### src/rtl/ipm_sync_router_port_if.sv
// Link bundle for the synchronous router input port:
// upstream flit handshake plus per-output downstream handshake and lock.
interface ipm_sync_router_port_if #(
    parameter int WIDTH    = 32,
    parameter int OUTPORTS = 5
);
    logic                               valid_up_i;
    logic [WIDTH-1:0]                   Data_up_i;
    logic                               ready_up_o;
    logic [OUTPORTS-1:0]                valid_dw_o;
    logic [OUTPORTS-1:0][WIDTH-1:0]     Data_dw_o;
    logic [OUTPORTS-1:0]                ready_dw_i;
    logic [OUTPORTS-1:0]                PacketEnable_dw_o;
    logic                               err_o;

    modport slave (
        input  valid_up_i,
        input  Data_up_i,
        output ready_up_o,
        output valid_dw_o,
        output Data_dw_o,
        input  ready_dw_i,
        output PacketEnable_dw_o,
        output err_o
    );

    modport master (
        output valid_up_i,
        output Data_up_i,
        input  ready_up_o,
        input  valid_dw_o,
        input  Data_dw_o,
        output ready_dw_i,
        input  PacketEnable_dw_o,
        input  err_o
    );
endinterface

### src/rtl/ipm_sync_router_port.sv
// Synchronous NoC router input port: DEPTH-entry flit FIFO, XY routing, wormhole lock.
// Optional IPM_STATS_EN adds per-port packet counters and a saturating drop counter.
module ipm_sync_router_port #(
    parameter int WIDTH     = 32,
    parameter int DEPTH     = 4,
    parameter int OUTPORTS  = 5,
    parameter int CW        = 4,
    parameter int LocationX = 2,
    parameter int LocationY = 2
) (
    input  logic                         clk,
    input  logic                         reset,
    ipm_sync_router_port_if.slave        port_if
`ifdef IPM_STATS_EN
    ,
    output logic [OUTPORTS-1:0][15:0]    pkt_cnt_o,
    output logic [15:0]                  drop_cnt_o
`endif
);

    localparam int AW = $clog2(DEPTH);
    localparam logic [CW-1:0] LX = CW'(LocationX);
    localparam logic [CW-1:0] LY = CW'(LocationY);

    typedef enum logic {
        S_IDLE = 1'b0,
        S_LOCK = 1'b1
    } state_t;

    logic [WIDTH-1:0]    r_mem [DEPTH];
    logic [AW:0]         r_wr_ptr;
    logic [AW:0]         r_rd_ptr;
    state_t              r_state;
    state_t              w_state_nxt;
    logic [OUTPORTS-1:0] r_sel;
    logic [OUTPORTS-1:0] w_sel_nxt;
    logic [OUTPORTS-1:0] w_route;
    logic [OUTPORTS-1:0] w_valid;
    logic [OUTPORTS-1:0] w_pe;
    logic                w_full;
    logic                w_empty;
    logic                w_push;
    logic                w_pop;
    logic                w_err;
    logic [WIDTH-1:0]    w_head;
    logic [1:0]          w_type;
    logic [CW-1:0]       w_dx;
    logic [CW-1:0]       w_dy;

    assign w_empty = (r_wr_ptr == r_rd_ptr);
    assign w_full  = (r_wr_ptr[AW] != r_rd_ptr[AW]) &&
                     (r_wr_ptr[AW-1:0] == r_rd_ptr[AW-1:0]);
    assign w_push  = port_if.valid_up_i && port_if.ready_up_o;
    assign w_head  = r_mem[r_rd_ptr[AW-1:0]];
    assign w_type  = w_head[WIDTH-1:WIDTH-2];
    assign w_dx    = w_head[2*CW-1:CW];
    assign w_dy    = w_head[CW-1:0];

    // Ready is held low while reset is asserted; it is not pop-aware.
    assign port_if.ready_up_o        = reset && !w_full;
    assign port_if.Data_dw_o         = {OUTPORTS{w_head}};
    assign port_if.valid_dw_o        = w_valid;
    assign port_if.PacketEnable_dw_o = w_pe;
    assign port_if.err_o             = w_err;

    // XY route of the FIFO head: resolve X first, then Y, else local.
    always_comb begin
        w_route = '0;
        priority case (1'b1)
            (w_dx > LX): w_route[1] = 1'b1;
            (w_dx < LX): w_route[3] = 1'b1;
            (w_dy > LY): w_route[0] = 1'b1;
            (w_dy < LY): w_route[2] = 1'b1;
            default:     w_route[4] = 1'b1;
        endcase
    end

    // Lock FSM: route heads, discard strays, stream flits until the tail leaves.
    always_comb begin
        w_state_nxt = r_state;
        w_sel_nxt   = r_sel;
        w_pop       = 1'b0;
        w_err       = 1'b0;
        w_valid     = '0;
        w_pe        = '0;
        case (r_state)
            S_IDLE: begin
                if (!w_empty) begin
                    if (w_type[1]) begin
                        w_sel_nxt   = w_route;
                        w_state_nxt = S_LOCK;
                    end else begin
                        w_pop = 1'b1;
                        w_err = 1'b1;
                    end
                end
            end
            S_LOCK: begin
                w_pe    = r_sel;
                w_valid = w_empty ? '0 : r_sel;
                w_pop   = |(w_valid & port_if.ready_dw_i);
                if (w_pop && w_type[0]) begin
                    w_state_nxt = S_IDLE;
                end
            end
            default: begin
                w_state_nxt = S_IDLE;
            end
        endcase
    end

    // FSM state and locked output selection.
    always_ff @(posedge clk or negedge reset) begin
        if (!reset) begin
            r_state <= S_IDLE;
            r_sel   <= '0;
        end else begin
            r_state <= w_state_nxt;
            r_sel   <= w_sel_nxt;
        end
    end

    // FIFO pointers carry an extra wrap bit to tell full from empty.
    always_ff @(posedge clk or negedge reset) begin
        if (!reset) begin
            r_wr_ptr <= '0;
            r_rd_ptr <= '0;
        end else begin
            if (w_push) begin
                r_wr_ptr <= r_wr_ptr + (AW+1)'(1);
            end
            if (w_pop) begin
                r_rd_ptr <= r_rd_ptr + (AW+1)'(1);
            end
        end
    end

    // Flit storage; contents are don't-care until written.
    always_ff @(posedge clk) begin
        if (w_push) begin
            r_mem[r_wr_ptr[AW-1:0]] <= port_if.Data_up_i;
        end
    end

`ifdef IPM_STATS_EN
    logic [OUTPORTS-1:0][15:0] r_pkt_cnt;
    logic [15:0]               r_drop_cnt;
    logic                      w_tail_pop;

    assign w_tail_pop = (r_state == S_LOCK) && w_pop && w_type[0];
    assign pkt_cnt_o  = r_pkt_cnt;
    assign drop_cnt_o = r_drop_cnt;

    // Per-port wrapping packet count and saturating drop count.
    always_ff @(posedge clk or negedge reset) begin
        if (!reset) begin
            r_pkt_cnt  <= '0;
            r_drop_cnt <= '0;
        end else begin
            for (int i = 0; i < OUTPORTS; i++) begin
                if (w_tail_pop && r_sel[i]) begin
                    r_pkt_cnt[i] <= r_pkt_cnt[i] + 16'd1;
                end
            end
            if (w_err && (r_drop_cnt != 16'hFFFF)) begin
                r_drop_cnt <= r_drop_cnt + 16'd1;
            end
        end
    end
`endif

endmodule

### src/flat_wrapper.sv
// flat-port wrapper written by rule: the top's interface ports become plain ports
module ipm_sync_router_port_flat 
#(
    parameter int WIDTH     = 32,
    parameter int DEPTH     = 4,
    parameter int OUTPORTS  = 5,
    parameter int CW        = 4,
    parameter int LocationX = 2,
    parameter int LocationY = 2
)
  (clk, reset, port_if_valid_up_i, port_if_Data_up_i, port_if_ready_up_o, port_if_valid_dw_o, port_if_Data_dw_o, port_if_ready_dw_i, port_if_PacketEnable_dw_o, port_if_err_o);
  ipm_sync_router_port_if #(.WIDTH(WIDTH), .OUTPORTS(OUTPORTS)) port_if_i ();
  input  logic clk;
  input  logic reset;
  input wire logic [$bits(port_if_i.valid_up_i)-1:0] port_if_valid_up_i;
  input wire logic [$bits(port_if_i.Data_up_i)-1:0] port_if_Data_up_i;
  output wire logic [$bits(port_if_i.ready_up_o)-1:0] port_if_ready_up_o;
  output wire logic [$bits(port_if_i.valid_dw_o)-1:0] port_if_valid_dw_o;
  output wire logic [$bits(port_if_i.Data_dw_o)-1:0] port_if_Data_dw_o;
  input wire logic [$bits(port_if_i.ready_dw_i)-1:0] port_if_ready_dw_i;
  output wire logic [$bits(port_if_i.PacketEnable_dw_o)-1:0] port_if_PacketEnable_dw_o;
  output wire logic [$bits(port_if_i.err_o)-1:0] port_if_err_o;
  assign port_if_i.valid_up_i = port_if_valid_up_i;
  assign port_if_i.Data_up_i = port_if_Data_up_i;
  assign port_if_ready_up_o = port_if_i.ready_up_o;
  assign port_if_valid_dw_o = port_if_i.valid_dw_o;
  assign port_if_Data_dw_o = port_if_i.Data_dw_o;
  assign port_if_i.ready_dw_i = port_if_ready_dw_i;
  assign port_if_PacketEnable_dw_o = port_if_i.PacketEnable_dw_o;
  assign port_if_err_o = port_if_i.err_o;
  ipm_sync_router_port #(.WIDTH(WIDTH), .DEPTH(DEPTH), .OUTPORTS(OUTPORTS), .CW(CW), .LocationX(LocationX), .LocationY(LocationY)) u_core (.clk(clk), .reset(reset), .port_if(port_if_i));
endmodule
### config.mk
export PLATFORM = sky130hd
export DESIGN_NAME = ipm_sync_router_port_flat
export DESIGN_NICKNAME = d
export VERILOG_FILES = /design/src/rtl/ipm_sync_router_port_if.sv /design/src/rtl/ipm_sync_router_port.sv /design/src/flat_wrapper.sv
export SDC_FILE = /design/constraint.sdc
export NUM_CORES = 1
export LEC_CHECK = 0
export ABC_AREA = 1
export CORE_MARGIN = 2
export CORE_UTILIZATION = 42
export DETAILED_ROUTE_END_ITERATION = 7
export PLACE_DENSITY = 0.79
export SLEW_MARGIN = 20
export SYNTH_ARGS = -nofsm -noshare
export SYNTH_HDL_FRONTEND = slang
export SYNTH_SLANG_ARGS = --single-unit
### constraint.sdc
create_clock -name clk -period 2.8 [get_ports clk]
set_input_delay 0.7 -clock clk [delete_from_list [all_inputs] [get_ports clk]]
set_output_delay 0.7 -clock clk [all_outputs]
set_load 0.01 [all_outputs]
# Word-level counts from Yosys, hierarchy flattened
# Memories as Yosys holds them, arrays and structs flattened.
# Cells that the tools add are included.
# word_totals
ff_bits	12
ram_bits	128
in_bits	40
output_inout_bits	172
word_cells	51
n_memories	1
# classes
addsub	2
order_cmp	4
eq_ne	3
muxes	27
bitwise_logic	3
reduce_logical	7
# memory_table
memory	depth	word_bits	read_ports	rd_ports_with_merged_regs	write_ports	line	rtl
u_core.r_mem	4	32	1	0	1	ipm_sync_router_port.sv:30	logic [WIDTH-1:0] r_mem [DEPTH];
# ops
cell	count
$mux W1	22
$mux W5	3
$gt A4 B2 Y1 const B	2
$lt A4 B2 Y1 const B	2
$add A3 B1 Y3 const B	2
$and A5 B5 Y5	1
$reduce_or A5 Y1	1
$logic_and A1 B1 Y1	4
$pmux W1 S2	2
$eq A3 B3 Y1	1
$reduce_and A3 Y1	1
$eq A2 B2 Y1	1
$not A1 Y1	2
$logic_not A1 Y1	1
$ne A1 B1 Y1	1

# Depth between registers and ports, before layout
# Gate-level depths: netlist of the first run.
# logic_depth
depth_word	7
ltp_mapped	10
mapped_depth_nobuf	9

# Worst setup path after synthesis of the first run
# No wires, ideal clock.
# synth_path
kind	register to register
start	reg u_core.r_rd_ptr[0]
end	mem u_core.r_mem[3][0] (enable)
setup_ns	0.421
t_arrival_ns	2.406
required_ns	2.379
path_slack_ns	-0.027
stages_incl_launch_ff	9
path_buffers	1
synth_period_minus_slack_ns	2.827
path_cell_list	dfrtp_1 -> buf_4 -> nand2_1 -> nand2_1 -> nand2_1 -> o21ai_1 -> inv_2 -> nand2_4 -> nor2_1
# synth_via
elab_chain_len	7
# synth_rtl
element	line	rtl
start, declared	ipm_sync_router_port.sv:32	logic [AW:0] r_rd_ptr;
start signal, assigned	ipm_sync_router_port.sv:133	r_rd_ptr <= r_rd_ptr + (AW+1)'(1);
$eq A2 B2 Y1	ipm_sync_router_port.sv:52	(r_wr_ptr[AW-1:0] == r_rd_ptr[AW-1:0]);
$logic_and A1 B1 Y1	ipm_sync_router_port.sv:51	assign w_full = (r_wr_ptr[AW] != r_rd_ptr[AW]) &&
$logic_not A1 Y1	ipm_sync_router_port.sv:60	assign port_if.ready_up_o = reset && !w_full;
$logic_and A1 B1 Y1	ipm_sync_router_port.sv:60	
net port_if_ready_up_o	flat_wrapper.sv:17	output wire logic [$bits(port_if_i.ready_up_o)-1:0] port_if_ready_up_o;
$logic_and A1 B1 Y1	ipm_sync_router_port.sv:53	assign w_push = port_if.valid_up_i && port_if.ready_up_o;
$mux W1	ipm_sync_router_port.sv:140	if (w_push) begin
$mux W1 (not written as such)	ipm_sync_router_port.sv:141	r_mem[r_wr_ptr[AW-1:0]] <= port_if.Data_up_i;
end, declared	ipm_sync_router_port.sv:30	
# The timed path passes the listed nets, and every way through them passes these cells.

# Final worst setup path of the first run
# layout_path
start	reg u_core.r_rd_ptr[0]
end	out port_if_Data_dw_o[14]
# layout_via
elab_chain_len	1
# layout_rtl
element	line	rtl
$mem_v2 Z4 W32	-	
end, declared	flat_wrapper.sv:19	output wire logic [$bits(port_if_i.Data_dw_o)-1:0] port_if_Data_dw_o;
# Every way passes these cells.

==> results.txt, run 1 <==
----------------------------------------------------
[Run status]
  Run status ... finished clean

[Power]
  Pwr Density ... around 650 nW/µm²
  Leakage power ... between 3 and 4 nW
  Worst-case vdd ir drop ... between 0.0005 and 0.0006 V
  Post-route total power ... around 5.8 mW

[Timing]
  Max Clock Freq ... between 300 and 400 MHz
  Setup-failing EPs final ... 0
  Min cycle time layout ... 2755 ps
  Final count of hold timing violations ... 0
  Portion of the clock cycle consumed by the worst path in the final layout ... 98.39%
  Slew margin rel. ... between 70% and 80%
  Slew of the pin with the lowest slew margin ... ~340 ps
  RSZ-0062 raised after global routing ... yes
  Clock Skews ... 8.858 ps
  Fin. max-slew vios ... 0

[Setup path]
  Critical path startpoint category ... flip-flop
  Critical path buffer and inverter count ... 3
  Maximum cell stage delay along the critical path ... approximately 580 ps
  Top Family by Delay on Critical Path ... buffers and inverters
  R2R cell count ... 10
  Worst Path Arrival ... 2050 ps
  Highest-delay cell along the critical path ... sky130_fd_sc_hd__clkdlybuf4s50_1
  Crit. End Element ... primary output
  WS Path Type ... reg2out
  Stages on the worst setup path ... 5
  Critical path startpoint ... u_core.r_rd_ptr[0]
  Critical path fanouts, max ... 19
  Ordered list of cells on the worst path ... inv_4 > buf_12 > nor2_1 > o22ai_2 > clkdlybuf4s50_1
  Reg2Reg Launch Point ... u_core.r_rd_ptr[0]
  Required time of the worst setup path ... approximately 2100 ps

[Yosys]
  Syn Nets ... 636
  Yosys warning count ... 0
  Number of distinct library cells after synthesis ... 25
  Synth Cell Area ... roughly 6600 µm²
  Number of standard cells after synthesis ... around 600
  Total of flip-flops plus latches after synthesis ... 140
  Synthesized area per cell ... between 10 and 15 µm²
  Post-synthesis sequential area ratio ... between 60 and 70%

[Die]
  Area of the die ... 16790 µm²
  Height of the chip ... 129.6 µm
  X dimension of the die ... roughly 130 µm
  Placeable core area ... 15310 µm²
  Standard-cell row count ... 45
  I/O pins ... 212
  Starting utilization of the core area ... 43.24%

[Clocking]
  Cell at the root of the clock tree ... sky130_fd_sc_hd__clkbuf_16
  Clock tree from TritonCTS ... built
  Skew-Pair Late Insertion Delay ... 410 ps
  Post-CTS clock slew at the launch and capture registers of the worst setup and hold paths ... 60 ps
  Max clock buf depth ... 2
  Total clock buffers created by CTS ... 17
  Clock sinks ... 140
  CTS HTree Levels ... 4

[Final layout]
  Highest-count cells in the layout ignoring fill and taps ... 128 x sky130_fd_sc_hd__edfxtp_1, 115 x sky130_fd_sc_hd__dlygate4sd2_1, 91 x sky130_fd_sc_hd__nand2_1
  Number of inserted filler cells in the final layout ... between 1000 and 1500
  Non-filler instance count after layout ... roughly 900
  Share of post-route cells with drive strength above 1 ... 14.97%
  Final core utilization ... between 50% and 60%
  Area used by sequential logic in the layout ... ~4100 µm²
  Area delta synth->final ... 34.62%
  Most frequent standard cell in the layout excluding fill and tap cells ... sky130_fd_sc_hd__edfxtp_1
  Net total in the final layout ... roughly 750
  Combined area of the multi-input logic cells ... between 1000 and 1500 µm²
  Final antenna diode count ... 0

[Global route]
  Number of global-route vias before repair ... around 4300
  Overall global routing resource usage ... between 10% and 20%
  Maximum number of pins on one net before global-route repair ... 37
  Initial antenna violation count ... 0
  Global-route wire length before repair ... ~22 mm
  Overflow left after global routing ... 0

[Drt]
  Routed via count divided by cell count ... between 4 and 5
  Residual DRC ... 0
  Total number of vias ... 4473
  Number of routed nets with antenna violations ... 0
  Detailed-router iteration count before antenna repair ... 5
  Average wire per cell in the routed design ... ~16 µm
  Post-detailed-routing wire length ... roughly 15 mm
  DR iter-0 viols ... 310

[Hold path]
  Hold_sp ... u_core.r_sel[0]
  Worst min-delay path class ... reg2reg
  WHS Path Cells ... 2

[Placed design]
  Last weighted congestion value of the routability-driven placer ... about 0.8
  Detailed Place HPWL ... about 9.5 mm
  Number of port buffers ... around 210
  Number of placed instances, taps included ... a little under 900

[Run]
  Number of maximum-capacitance violations ... 0

----------------------------------------------------
final timing paths:
check                                   endpoint  slack, ps
max in group asynchronous     u_core.r_rd_ptr[0]       2000
max                        port_if_Data_dw_o[14]         50
min                              u_core.r_sel[0]        520
max reg2reg                  u_core.r_mem[0][11]        820
min in group asynchronous     u_core.r_wr_ptr[1]        630
min reg2reg                      u_core.r_sel[0]        520
layer usage:
metal  vias up  GRT usage [%]  routed length [µm]
met5         -              0                   0
met3        29          4.748                 895
met2       168          28.73                7645
met4         0          8.286                 327
met1      2176          20.89                6053
li1       2100              -                   -
flip-flops by register name, summed over array words and instances (netlist names):
| name | count |
|---|---|
| u_core.r_wr_ptr | 3 |
| u_core.r_mem | 128 |
| u_core.r_rd_ptr | 3 |
| u_core.r_state | 1 |
| u_core.r_sel | 5 |
cells in the mapped netlist:
library cell	instances	share of area [%]
sky130_fd_sc_hd__a21oi_1	1	0.076
sky130_fd_sc_hd__a21oi_2	1	0.13
sky130_fd_sc_hd__buf_2	12	0.91
sky130_fd_sc_hd__buf_4	130	15
sky130_fd_sc_hd__buf_6	1	0.17
sky130_fd_sc_hd__clkbuf_1	7	0.40
sky130_fd_sc_hd__dfrtp_1	12	4.5
sky130_fd_sc_hd__edfxtp_1	128	58
sky130_fd_sc_hd__ha_1	5	0.94
sky130_fd_sc_hd__inv_1	33	1.9
sky130_fd_sc_hd__inv_2	4	0.23
sky130_fd_sc_hd__nand2_1	93	5.3
sky130_fd_sc_hd__nand2_2	1	0.095
sky130_fd_sc_hd__nand2_4	1	0.17
sky130_fd_sc_hd__nand3_1	29	2.2
sky130_fd_sc_hd__nand3_4	2	0.53
sky130_fd_sc_hd__nand3b_1	1	0.11
sky130_fd_sc_hd__nand4_2	1	0.19
sky130_fd_sc_hd__nor2_1	53	3.0
sky130_fd_sc_hd__nor2_4	1	0.17
sky130_fd_sc_hd__o21ai_0	35	2.6
sky130_fd_sc_hd__o21ai_1	15	1.1
sky130_fd_sc_hd__o22ai_1	23	2.2
sky130_fd_sc_hd__xnor2_1	1	0.13
sky130_fd_sc_hd__xor2_1	1	0.13
through the flow:
stage	setup WS (ps)	TNS, ps	hold slack [ps]	instance area [µm²]
2_1_floorplan	-26.74	-3422	404.4	6621
3_3_place_gp	204.1	0	499.7	8155
3_5_place_dp	205.0	0	498.0	8155
4_1_cts	-47.59	-55.02	515.0	8830
5_1_grt	-38.65	-197.9	548.7	8914
6_report	45.21	0	515.6	8914
timing repair:
item	in CTS	in global routing
endpoints found under the setup margin	127	61
buffers inserted	7	2
hold buffers	0	0
gates cloned	2	0
resized for setup	152	49
pin swaps	6	9
worst reg2reg max path, delay by kind of cell, from the launching register on:
kind,cells,cell delay (ps)
buffers and inverters,4,670
AND/OR/NAND/NOR,5,450
flip-flops,1,440
AO/OA/AOI/OAI,1,70
cell type report:
cell class | instances | share of cell area, %
clock buffer | 20 | 4.899
clock inverter | 12 | 1.390
inverter | 37 | 1.586
multi-input combinational | 264 | 16.33
sequential | 140 | 46.50
tap | 211 | 2.962
timing repair buffer | 242 | 26.33
report_power, final:
part / leakage, nW / internal [mW] / switching [mW]
Combinational: 2.29 / 0.475 / 0.612
Sequential: 1.32 / 2.51 / 0.0645
Clock: 0.269 / 1.30 / 0.790
kinds of logic (layout without fill, tap and decap cells):
group	after synthesis	count (layout)	share of synthesized area (%)
AOI/OAI and AO/OA	75	75	6.160
buffers and inverters	187	311	18.31
and+or+nand+nor	182	182	11.73
DFF	140	140	62.59
adders and majority gates	5	5	0.9448
xor gates and xnor gates	2	2	0.2646
(Power assumes the default switching activity.)
==> run 2: changes to the inputs <==
Clock period 2.8 ns to 2.5 ns, I/O delays scaled along.
==> run 2 against run 1 <==
  * The flow now finishes with violations (setup timing)
  * Sequential power up 13%
  * Critical endpoint is now port_if_Data_dw_o[158]
  * First-iteration DRC count up 33%
  * Hold slack better by 3.4 ps
  * Critical path depth up 3
  * Count of clock-buffer cells in the layout up 2
  * Power up 12%
  * Sequential cell count unchanged
==> results.txt, run 2 (same netlist as run 1, synthesis figures left out) <==
----------------------------------------------------
[Setup path]
  Worst Path Arrival ... 1920 ps (-130 ps)
  Highest-delay cell along the critical path ... sky130_fd_sc_hd__dfrtp_2
  Top Family by Delay on Critical Path ... buffers and inverters
  Critical path fanouts, max ... 7 (-12)
  R2R cell count ... 13 (+3)
  Critical register-to-register path endpoint ... u_core.r_mem[1][15]
  Worst setup path endpoint ... port_if_Data_dw_o[158]
  Ordered list of cells on the worst path ... clkinv_4 > buf_6 > buf_12 > nor2_1 > o22ai_2 > buf_6 > buf_4 > buf_2
  Required time of the worst setup path ... 1880 ps (-220 ps)
  Crit. End Element ... primary output
  Reg2Reg Launch Point ... u_core.r_rd_ptr[0]
  Critical path startpoint ... u_core.r_rd_ptr[0]
  Stages on the worst setup path ... 8 (+3)
  Maximum cell stage delay along the critical path ... 440 ps (-140 ps)
  Top cell by count, worst path ... sky130_fd_sc_hd__buf_6
  Worst reg-to-reg setup slack ... 200 ps (-620 ps)
  Critical path buffer and inverter count ... 6 (+3)
  WS Path Type ... reg2out
  Critical path startpoint category ... flip-flop

[Run]
  Number of maximum-capacitance violations ... 0 (unchanged)

[Power]
  Worst-case vdd ir drop ... 0.0006041 V (+20%)
  Power share of the combinational group ... 20.3% (+1.4 points)
  Pwr Density ... 703.2 nW/µm² (+9.0%)
  Switching part of the total power ... 26.91% (+1.4 points)
  Post-route total power ... 6.449 mW (+12%)
  Relative contribution of sequential cells to total power ... 45.1% (+0.3 points)
  Switching component of the power ... 1.735 mW (+18%)
  Leakage power ... 3.802 nW (-1.8%)
  Total internal power ... 4.714 mW (+10%)
  Portion of total power attributed to the clock network ... 34.6% (-1.7 points)

[Placed design]
  Number of placed instances, taps included ... 900 (+1.9%)
  Last weighted congestion value of the routability-driven placer ... 0.7741 (-0.68%)
  Detailed Place HPWL ... 9.944 mm (+5.1%)
  Placed Area ... 8333 µm² (+2.2%)
  Number of port buffers ... 211 (unchanged)

[Drt]
  Detailed-router iteration count before antenna repair ... 5 (unchanged)
  Routed via count divided by cell count ... 5.054 (+4.6%)
  DR iter-0 viols ... 411 (+33%)
  Residual DRC ... 0 (unchanged)
  Total number of vias ... 4872 (+8.9%)
  Average wire per cell in the routed design ... 18.28 µm (+13%)
  Post-detailed-routing wire length ... 17.62 mm (+18%)
  Number of routed nets with antenna violations ... 0 (unchanged)

[Timing]
  Portion of the clock cycle consumed by the worst path in the final layout ... 101.7%
  RSZ-0062 raised after global routing ... yes
  Final count of hold timing violations ... 0 (unchanged)
  Fin. max-slew vios ... 0 (unchanged)
  Slew of the pin with the lowest slew margin ... 297.9 ps (-46.70 ps)
  Min cycle time layout ... around 2500 ps
  Total Neg Setup Slack ... -361.7 ps (-361.7 ps)
  Clock Skews ... 11.50 ps (+2.644 ps)
  Setup-failing EPs final ... 16 (+16)
  Setup slack of the critical path after layout ... -41.58 ps (-86.79 ps)
  Max Clock Freq ... 393.5 MHz
  Smallest hold slack ... 518.9 ps (+3.391 ps)
  Slew margin rel. ... 79.93% (+2.9 points)

[Global route]
  Maximum number of pins on one net before global-route repair ... 35 (-5.4%)
  Number of global-route vias before repair ... 4515 (+6.2%)
  Global-route wire length before repair ... 24.14 mm (+10%)
  Initial antenna violation count ... 0 (unchanged)
  Overflow left after global routing ... 0 (unchanged)
  Overall global routing resource usage ... 19.06% (+1.8 points)

[Clocking]
  Skew-Pair Late Insertion Delay ... 420 ps (about the same)
  Clock sinks ... 140 (unchanged)
  CTS HTree Levels ... 4 (unchanged)
  Hold buffers post-CTS ... 0 (unchanged)
  Clock tree from TritonCTS ... built
  Max clock buf depth ... 2 (unchanged)
  Post-CTS clock slew at the launch and capture registers of the worst setup and hold paths ... 60 ps (about the same)
  Total clock buffers created by CTS ... 17 (unchanged)
  Cell at the root of the clock tree ... sky130_fd_sc_hd__clkbuf_16

[Die]
  Area of the die ... 16790 µm² (unchanged)
  X dimension of the die ... 129.6 µm (unchanged)
  I/O pins ... 212 (unchanged)
  Placeable core area ... 15310 µm² (unchanged)
  Starting utilization of the core area ... 43.24% (unchanged)
  Height of the chip ... 129.6 µm (unchanged)
  Standard-cell row count ... 45 (unchanged)

[Run status]
  Failing checks ... setup timing
  Run status ... finished, violations left

[Final layout]
  Area delta synth->final ... 38.51%
  Highest-count cells in the layout ignoring fill and taps ... 128 x sky130_fd_sc_hd__edfxtp_1, 82 x sky130_fd_sc_hd__nand2_1, 63 x sky130_fd_sc_hd__clkbuf_2
  Final antenna diode count ... 0 (unchanged)
  Share of post-route cells with drive strength above 1 ... 43.56% (+29 points)
  Most frequent standard cell in the layout excluding fill and tap cells ... sky130_fd_sc_hd__edfxtp_1
  Post-layout instance area ... 9171 µm² (+2.9%)
  Non-filler instance count after layout ... 964 (+4.1%)
  Net total in the final layout ... 786 (+5.2%)
  Number of flip-flops in the largest register ... 128 (unchanged)

[Hold path]
  WHS Path Cells ... 2 (unchanged)
  Worst min-delay path class ... reg2reg

----------------------------------------------------
## run 2: changes by cell type in the layout (fill, tap and decap cells not counted), sizes merged, moves of 2 or more
cell,previous run,this run
clkbuf,26,89
bufbuf,2,0
dlygate4sd2,115,11
dlymetal6s2s,25,0
buf,30,130
clkdlybuf4s50,61,44
clkdlybuf4s15,3,29
## run 2: timing repair
action | in CTS | in global routing
gates cloned | 3 | 4
setup buffers | 23 | 16
resized for setup | 453 | 235
endpoints found under the setup margin | 167 | 164
pin swaps | 17 | 29
## run 2: metal layers
metal  up-vias  track usage (%)  share of wire, %
li1       2175                -                 -
met1      2408            22.56                38
met2       251            33.02                52
met3        38            5.409               7.6
met4         0            7.274               2.4
met5         -                0                 0
## run 2: area by class of cell
| cell class | count | area [µm²] |
|---|---|---|
| Clock buffer | 22 | 444.2 |
| Tap cell | 211 | 264.0 |
| Timing Repair Buffer | 281 | 2389 |
| Fill cell | 1197 | 6143 |
| Multi-Input combinational cell | 264 | 1708 |
| Sequential cell | 140 | 4146 |
| Clock inverter | 9 | 73.82 |
| Inverter | 37 | 146.4 |
## run 2: worst min-delay path, stage by stage (launching register included)
cell and delay (ps):
sky130_fd_sc_hd__dfrtp_1 370, sky130_fd_sc_hd__nand2_1 60, sky130_fd_sc_hd__nand2_1 50
## run 2: how the worst min path moves through the flow
stage                              end  slack, ps             from
finish                 u_core.r_sel[0]        520  u_core.r_sel[0]
global route           u_core.r_sel[4]        560  u_core.r_sel[4]
CTS                    u_core.r_sel[0]        510  u_core.r_sel[0]
detailed placement     u_core.r_sel[0]        500  u_core.r_sel[0]
global placement       u_core.r_sel[0]        500  u_core.r_sel[0]
floorplan           u_core.r_rd_ptr[0]        330            reset
## run 2: metrics by stage
stage          worst slack, ps  utilization, %
2_1_floorplan           -326.7               -
3_3_place_gp             75.36           54.41
3_5_place_dp           -0.8422           54.41
4_1_cts                 -162.2           59.68
5_1_grt                 -101.4           59.89
6_report                -41.58           59.89
## run 2: power groups by stage
stage	clock network, mW	registers, mW	logic [mW]
3_5_place_dp	0	2.93	1.36
5_1_grt	2.35	2.92	1.42
2_1_floorplan	0	2.92	0.791
6_report	2.23	2.91	1.31
4_1_cts	2.22	2.89	1.29
3_3_place_gp	0	2.91	1.34
==> run 3: changes to the inputs <==
--- a/config.mk
+++ b/config.mk
@@ -12,3 +12,2 @@
 export PLACE_DENSITY = 0.79
-export SLEW_MARGIN = 20
 export SYNTH_ARGS = -nofsm -noshare
==> constraint.sdc (replaced) <==
create_clock -name clk -period 2.5 [get_ports clk]
set_input_delay 0.75 -clock clk [delete_from_list [all_inputs] [get_ports clk]]
set_output_delay 0.75 -clock clk [all_outputs]
set_load 0.01 [all_outputs]
==> run 3 against run 2 <==
  * The run still ends with setup timing left
  * Sequential power is essentially flat
  * Setup slack got worse by 240 ps
  * Clock skew down 3.4 ps
  * Combinational power is 9% higher
  * Highest routed layer unchanged
  * Count of clock-buffer cells in the layout decreased by 4
  * Power increased by 8.4%
==> results.txt, run 3 (same netlist as run 1, synthesis figures left out) <==
----------------------------------------------------
[Final layout]
  Number of flip-flops in the largest register ... 128 (unchanged)
  Net total in the final layout ... 826 (+5.1%)
  Most frequent standard cell in the layout excluding fill and tap cells ... sky130_fd_sc_hd__edfxtp_1
  Highest-count cells in the layout ignoring fill and taps ... 128 x sky130_fd_sc_hd__edfxtp_1, 85 x sky130_fd_sc_hd__nand2_1, 68 x sky130_fd_sc_hd__buf_4
  Non-filler instance count after layout ... 1005 (+4.3%)
  Number of inserted filler cells in the final layout ... 1075 (-10%)
  Final core utilization ... 64.52% (+4.6 points)
  Combined area of the multi-input logic cells ... 1703 µm² (-0.29%)
  Area delta synth->final ... 49.23%
  Area used by sequential logic in the layout ... 4146 µm² (unchanged)
  Share of post-route cells with drive strength above 1 ... 46.60% (+3.0 points)
  Final antenna diode count ... 0 (unchanged)

[Timing]
  Fin. max-slew vios ... 0 (unchanged)
  Final count of hold timing violations ... 0 (unchanged)
  Min cycle time layout ... 2784 ps (+242.4 ps)
  Smallest hold slack ... 522.2 ps (+3.264 ps)
  Portion of the clock cycle consumed by the worst path in the final layout ... 111.4% (+9.7 points)
  Slew margin rel. ... 76.43% (-3.5 points)
  Slew of the pin with the lowest slew margin ... 349.8 ps (+51.96 ps)
  Setup-failing EPs final ... 150 (+134)
  Clock Skews ... 8.132 ps (-3.370 ps)
  Max Clock Freq ... 359.2 MHz (-8.7%)
  Setup slack of the critical path after layout ... -284.0 ps (-242.4 ps)
  RSZ-0062 raised after global routing ... yes

[Setup path]
  Worst Path Arrival ... 2030 ps (+110 ps)
  Critical path fanouts, max ... 15 (+8)
  Critical path startpoint category ... flip-flop
  Required time of the worst setup path ... 1750 ps (-130 ps)
  Crit. End Element ... primary output
  WS Path Type ... reg2out

[Clocking]
  Total clock buffers created by CTS ... 17 (unchanged)
  Cell at the root of the clock tree ... sky130_fd_sc_hd__clkbuf_16
  CTS HTree Levels ... 4 (unchanged)
  Post-CTS clock slew at the launch and capture registers of the worst setup and hold paths ... 60 ps (about the same)
  Clock tree from TritonCTS ... built
  Hold buffers post-CTS ... 0 (unchanged)
  Skew-Pair Late Insertion Delay ... 420 ps (about the same)
  Clock sinks ... 140 (unchanged)
  Max clock buf depth ... 2 (unchanged)

[Die]
  Standard-cell row count ... 45 (unchanged)
  Placeable core area ... 15310 µm² (unchanged)
  X dimension of the die ... 129.6 µm (unchanged)
  I/O pins ... 212 (unchanged)
  Starting utilization of the core area ... 43.24% (unchanged)
  Area of the die ... 16790 µm² (unchanged)
  Height of the chip ... 129.6 µm (unchanged)

[Power]
  Post-route total power ... 6.990 mW (+8.4%)
  Pwr Density ... 707.5 nW/µm² (+0.60%)
  Worst-case vdd ir drop ... 0.0004725 V (-22%)
  Leakage power ... 4.368 nW (+15%)

[Global route]
  Overflow left after global routing ... 0 (unchanged)
  Number of global-route vias before repair ... 4619 (+2.3%)
  Overall global routing resource usage ... 18.72% (-0.35 points)
  Initial antenna violation count ... 0 (unchanged)
  Global-route wire length before repair ... 23.91 mm (-0.94%)
  Maximum number of pins on one net before global-route repair ... 42 (+20%)

[Drt]
  Post-detailed-routing wire length ... 18.74 mm (+6.4%)
  Number of routed nets with antenna violations ... 0 (unchanged)
  Average wire per cell in the routed design ... 18.65 µm (+2.0%)
  DR iter-0 viols ... 401 (-2.4%)
  Detailed-router iteration count before antenna repair ... 6 (+1)
  Total number of vias ... 5001 (+2.6%)
  Routed via count divided by cell count ... 4.976 (-1.5%)
  Residual DRC ... 0 (unchanged)

[Run]
  Number of maximum-capacitance violations ... 0 (unchanged)

[Placed design]
  Setup WS pre-CTS ... -161.2 ps (-160.4 ps)
  Detailed Place HPWL ... 9.911 mm (-0.32%)
  Number of port buffers ... 211 (unchanged)
  Number of placed instances, taps included ... 912 (+1.3%)
  Last weighted congestion value of the routability-driven placer ... 0.8174 (+5.6%)

[Run status]
  Failing checks ... setup timing
  Run status ... finished, violations left

[Hold path]
  Worst min-delay path class ... reg2reg

----------------------------------------------------
run 3: cell types whose count changed in the layout (fill, tap and decap cells not counted), sizes merged:
cell,previous run,this run
inv,36,37
dlymetal6s2s,0,28
bufinv,1,4
clkinvlp,2,4
clkdlybuf4s15,29,3
clkbuf,89,65
buf,130,198
bufbuf,0,1
dlygate4sd2,11,0
clkinv,7,6
run 3: stage by stage:
| step | area [µm²] | setup TNS [ps] |
|---|---|---|
| final | 9881 | -20600 |
| after global routing | 9881 | -29790 |
| after CTS | 9400 | -31560 |
| after detailed placement | 8473 | -559.8 |
| after global placement | 8473 | -466.6 |
| after floorplan | 6621 | -41820 |
run 3: power breakdown:
part / internal [mW] / switching [mW]
Combinational: 0.659 / 0.772
Clock: 1.67 / 0.980
Sequential: 2.81 / 0.0967
run 3: routing by layer:
layer | global-route usage (%) | wire length, µm
met1 | 21.01 | 6984
met2 | 32.98 | 9958
met4 | 8.476 | 571
met3 | 5.409 | 1231
met5 | 0 | 0
run 3: final cells by class:
| class | count | area share, % |
|---|---|---|
| clock buffers | 18 | 4.343 |
| clock inverters | 14 | 1.975 |
| inverters | 37 | 1.482 |
| multi-input cells | 264 | 17.23 |
| flip-flops and latches | 140 | 41.97 |
| well taps | 211 | 2.672 |
| repair buffers | 321 | 30.33 |
run 3: worst paths after layout:
check / cells after the start / end / slack (ps) / from
min in group asynchronous: 2 / u_core.r_rd_ptr[2] / 720 / reset
min: 2 / u_core.r_sel[2] / 520 / u_core.r_sel[2]
max: 8 / port_if_Data_dw_o[46] / -280 / u_core.r_rd_ptr[0]
min reg2reg: 2 / u_core.r_sel[2] / 520 / u_core.r_sel[2]
max in group asynchronous: 2 / u_core.r_rd_ptr[0] / 1600 / reset
max reg2reg: 11 / u_core.r_mem[1][20] / 370 / u_core.r_rd_ptr[0]
run 3: worst max-delay path, cell delays in order (launching register included):
cell,delay (ps)
sky130_fd_sc_hd__dfrtp_2,500
sky130_fd_sc_hd__clkinv_4,140
sky130_fd_sc_hd__buf_4,170
sky130_fd_sc_hd__buf_12,150
sky130_fd_sc_hd__o21ai_2,130
sky130_fd_sc_hd__o22ai_2,90
sky130_fd_sc_hd__buf_4,150
sky130_fd_sc_hd__buf_4,130
sky130_fd_sc_hd__buf_2,140
run 3: timing repair:
item / in CTS / in global routing
setup endpoints to repair: 167 / 166
buffers inserted: 26 / 37
resized for setup: 441 / 274
pin swaps: 6 / 18
gates cloned: 3 / 5
hold endpoints to repair: 0 / 0
==> edit, RTL diff (settings of run 1) <==
`DEPTH` is set to 4 in 2 places; all go to 16.
--- a/src/rtl/ipm_sync_router_port.sv
+++ b/src/rtl/ipm_sync_router_port.sv
@@ -2,7 +2,7 @@
 // Optional IPM_STATS_EN adds per-port packet counters and a saturating drop counter.
 module ipm_sync_router_port #(
     parameter int WIDTH     = 32,
-    parameter int DEPTH     = 4,
+    parameter int DEPTH     = 16,
     parameter int OUTPORTS  = 5,
     parameter int CW        = 4,
     parameter int LocationX = 2,
--- a/src/flat_wrapper.sv
+++ b/src/flat_wrapper.sv
@@ -2,7 +2,7 @@
 module ipm_sync_router_port_flat 
 #(
     parameter int WIDTH     = 32,
-    parameter int DEPTH     = 4,
+    parameter int DEPTH     = 16,
     parameter int OUTPORTS  = 5,
     parameter int CW        = 4,
     parameter int LocationX = 2,
Function: changed (a bounded check fails within 10 cycles, from zero or initial values and one cycle with reset low).
==> edit against run 1 <==
  * The flow now finishes with violations (setup timing)
  * Synthesized area increased to 3.3 times the old value
  * Routed wire length grew to 4.2 times the old value
  * Power increased to 3.0 times the old value
  * Sequential cell count is 388 higher
  * Via count rose to 3.5 times the old value
  * Final area grew to 3.1 times the old value
  * Setup slack worse by 0.51 ns
  * Critical endpoint is now port_if_Data_dw_o[141]
  * Highest routed layer unchanged
==> edit: results (changes against run 1) <==
Run status
The run finished, with violations left. The final reports fail on setup timing.

Min path
The worst hold path class is in2async.

Timing
The number of setup violations in the final report came to 607 (+607). The final worst-path setup slack is -0.467 ns (-0.512 ns).

Detailed routing
The number of iterations in the first detailed-routing pass is 6 (+1). The wire length on met1 is 22.9 mm (+280%).

Logic synthesis
The main combinational cell family by area after synthesis is simple AND/OR/NAND/NOR gates. The number of enable-type register cells in the synthesized netlist is 512 (+300%). The xor and xnor fraction of the mapped netlist area is 0.509% (+0.24 points). The post-synthesis sequential area ratio is 71.3% (+8.7 points).

The post-synthesis net count was 1846 (+190%). The area share of fa/ha/maj cells after synthesis came to 0.283% (-0.66 points). The complex-gate fraction of the synthesized area came to 9.07% (+2.9 points). The post-synthesis async set-or-reset flop share is 3.03% (-5.5 points).

Final layout
The ratio of cells with drive above 1 in the final layout is 24.6% (+9.6 points). The flip-flop count of the largest register, all copies and words added is 512 (+300%). The fill cell total of the finished layout is 4040 (+230%). The net count of the finished layout was 2036 (+170%).

Placed design
The placer congestion estimate is 0.804 (+3.1%). The total placed instance area is 25200 um2 (+210%). The half-perimeter wire length after detailed placement is 32.5 mm (+240%).

Global route
The number of global-route vias before repair is 14634 (+240%). The global-route wire length before repair is 85.4 mm (+290%). The total routing resource utilization after global routing is 20.8% (+3.5 points).

Pwr
The worst vdd rail ir drop came to 422 uV (-16%). The static leakage power is 10.2 nW (+160%). The reported combinational group power is 0.00133 W (+22%). The internal power component is 0.0132 W (+210%).

Clock network
The clock insertion delay at the later pin of the skew report is 0.62 ns (+0.21 ns). The maximum buffer depth of the clock tree came to 3 (+1). The number of CTS-inserted buffers is 51 (+34).

Critical path
The register-to-register path setup slack came to -0.22 ns (-1.04 ns). The most critical setup path has its endpoint at port_if_Data_dw_o[141]. In this run the critical register-to-register path is captured at u_core.r_mem[5][30]. The highest net fanout along the worst path is 14 (-5). On the critical path, the stage with the largest delay is an instance of sky130_fd_sc_hd__dfrtp_4.
[edit: cell types whose count changed after synthesis, sizes merged, moves of 32 or more]
cell | before | now
o221ai | 0 | 34
nor2 | 54 | 295
clkbuf | 7 | 41
inv | 37 | 69
edfxtp | 128 | 512
nand3 | 31 | 79
buf | 143 | 188
o22ai | 23 | 60
o21ai | 50 | 241
nand2 | 95 | 230
[edit: area by class of cell]
cell class	count	area share, %
clock buffer	67	4.86
clock inverter	27	0.870
inverter	70	1.00
multi-input combinational	974	18.8
sequential	528	56.6
tap	688	3.08
timing repair buffer	366	14.8
[edit: per-stage QoR]
stage          TNS (ns)  worst slack (ns)  total power (W)  instances  utilization (%)
2_1_floorplan   -149.40            -0.369          0.00988       1801                -
3_3_place_gp     -0.948           -0.0829           0.0106       2575             48.2
3_5_place_dp      -4.81           -0.0844           0.0106       2575             48.2
4_1_cts          -82.29            -0.687           0.0172       2681             51.9
5_1_grt         -183.82            -0.539           0.0176       2720             53.3
6_report        -107.07            -0.467           0.0172       2720             53.3
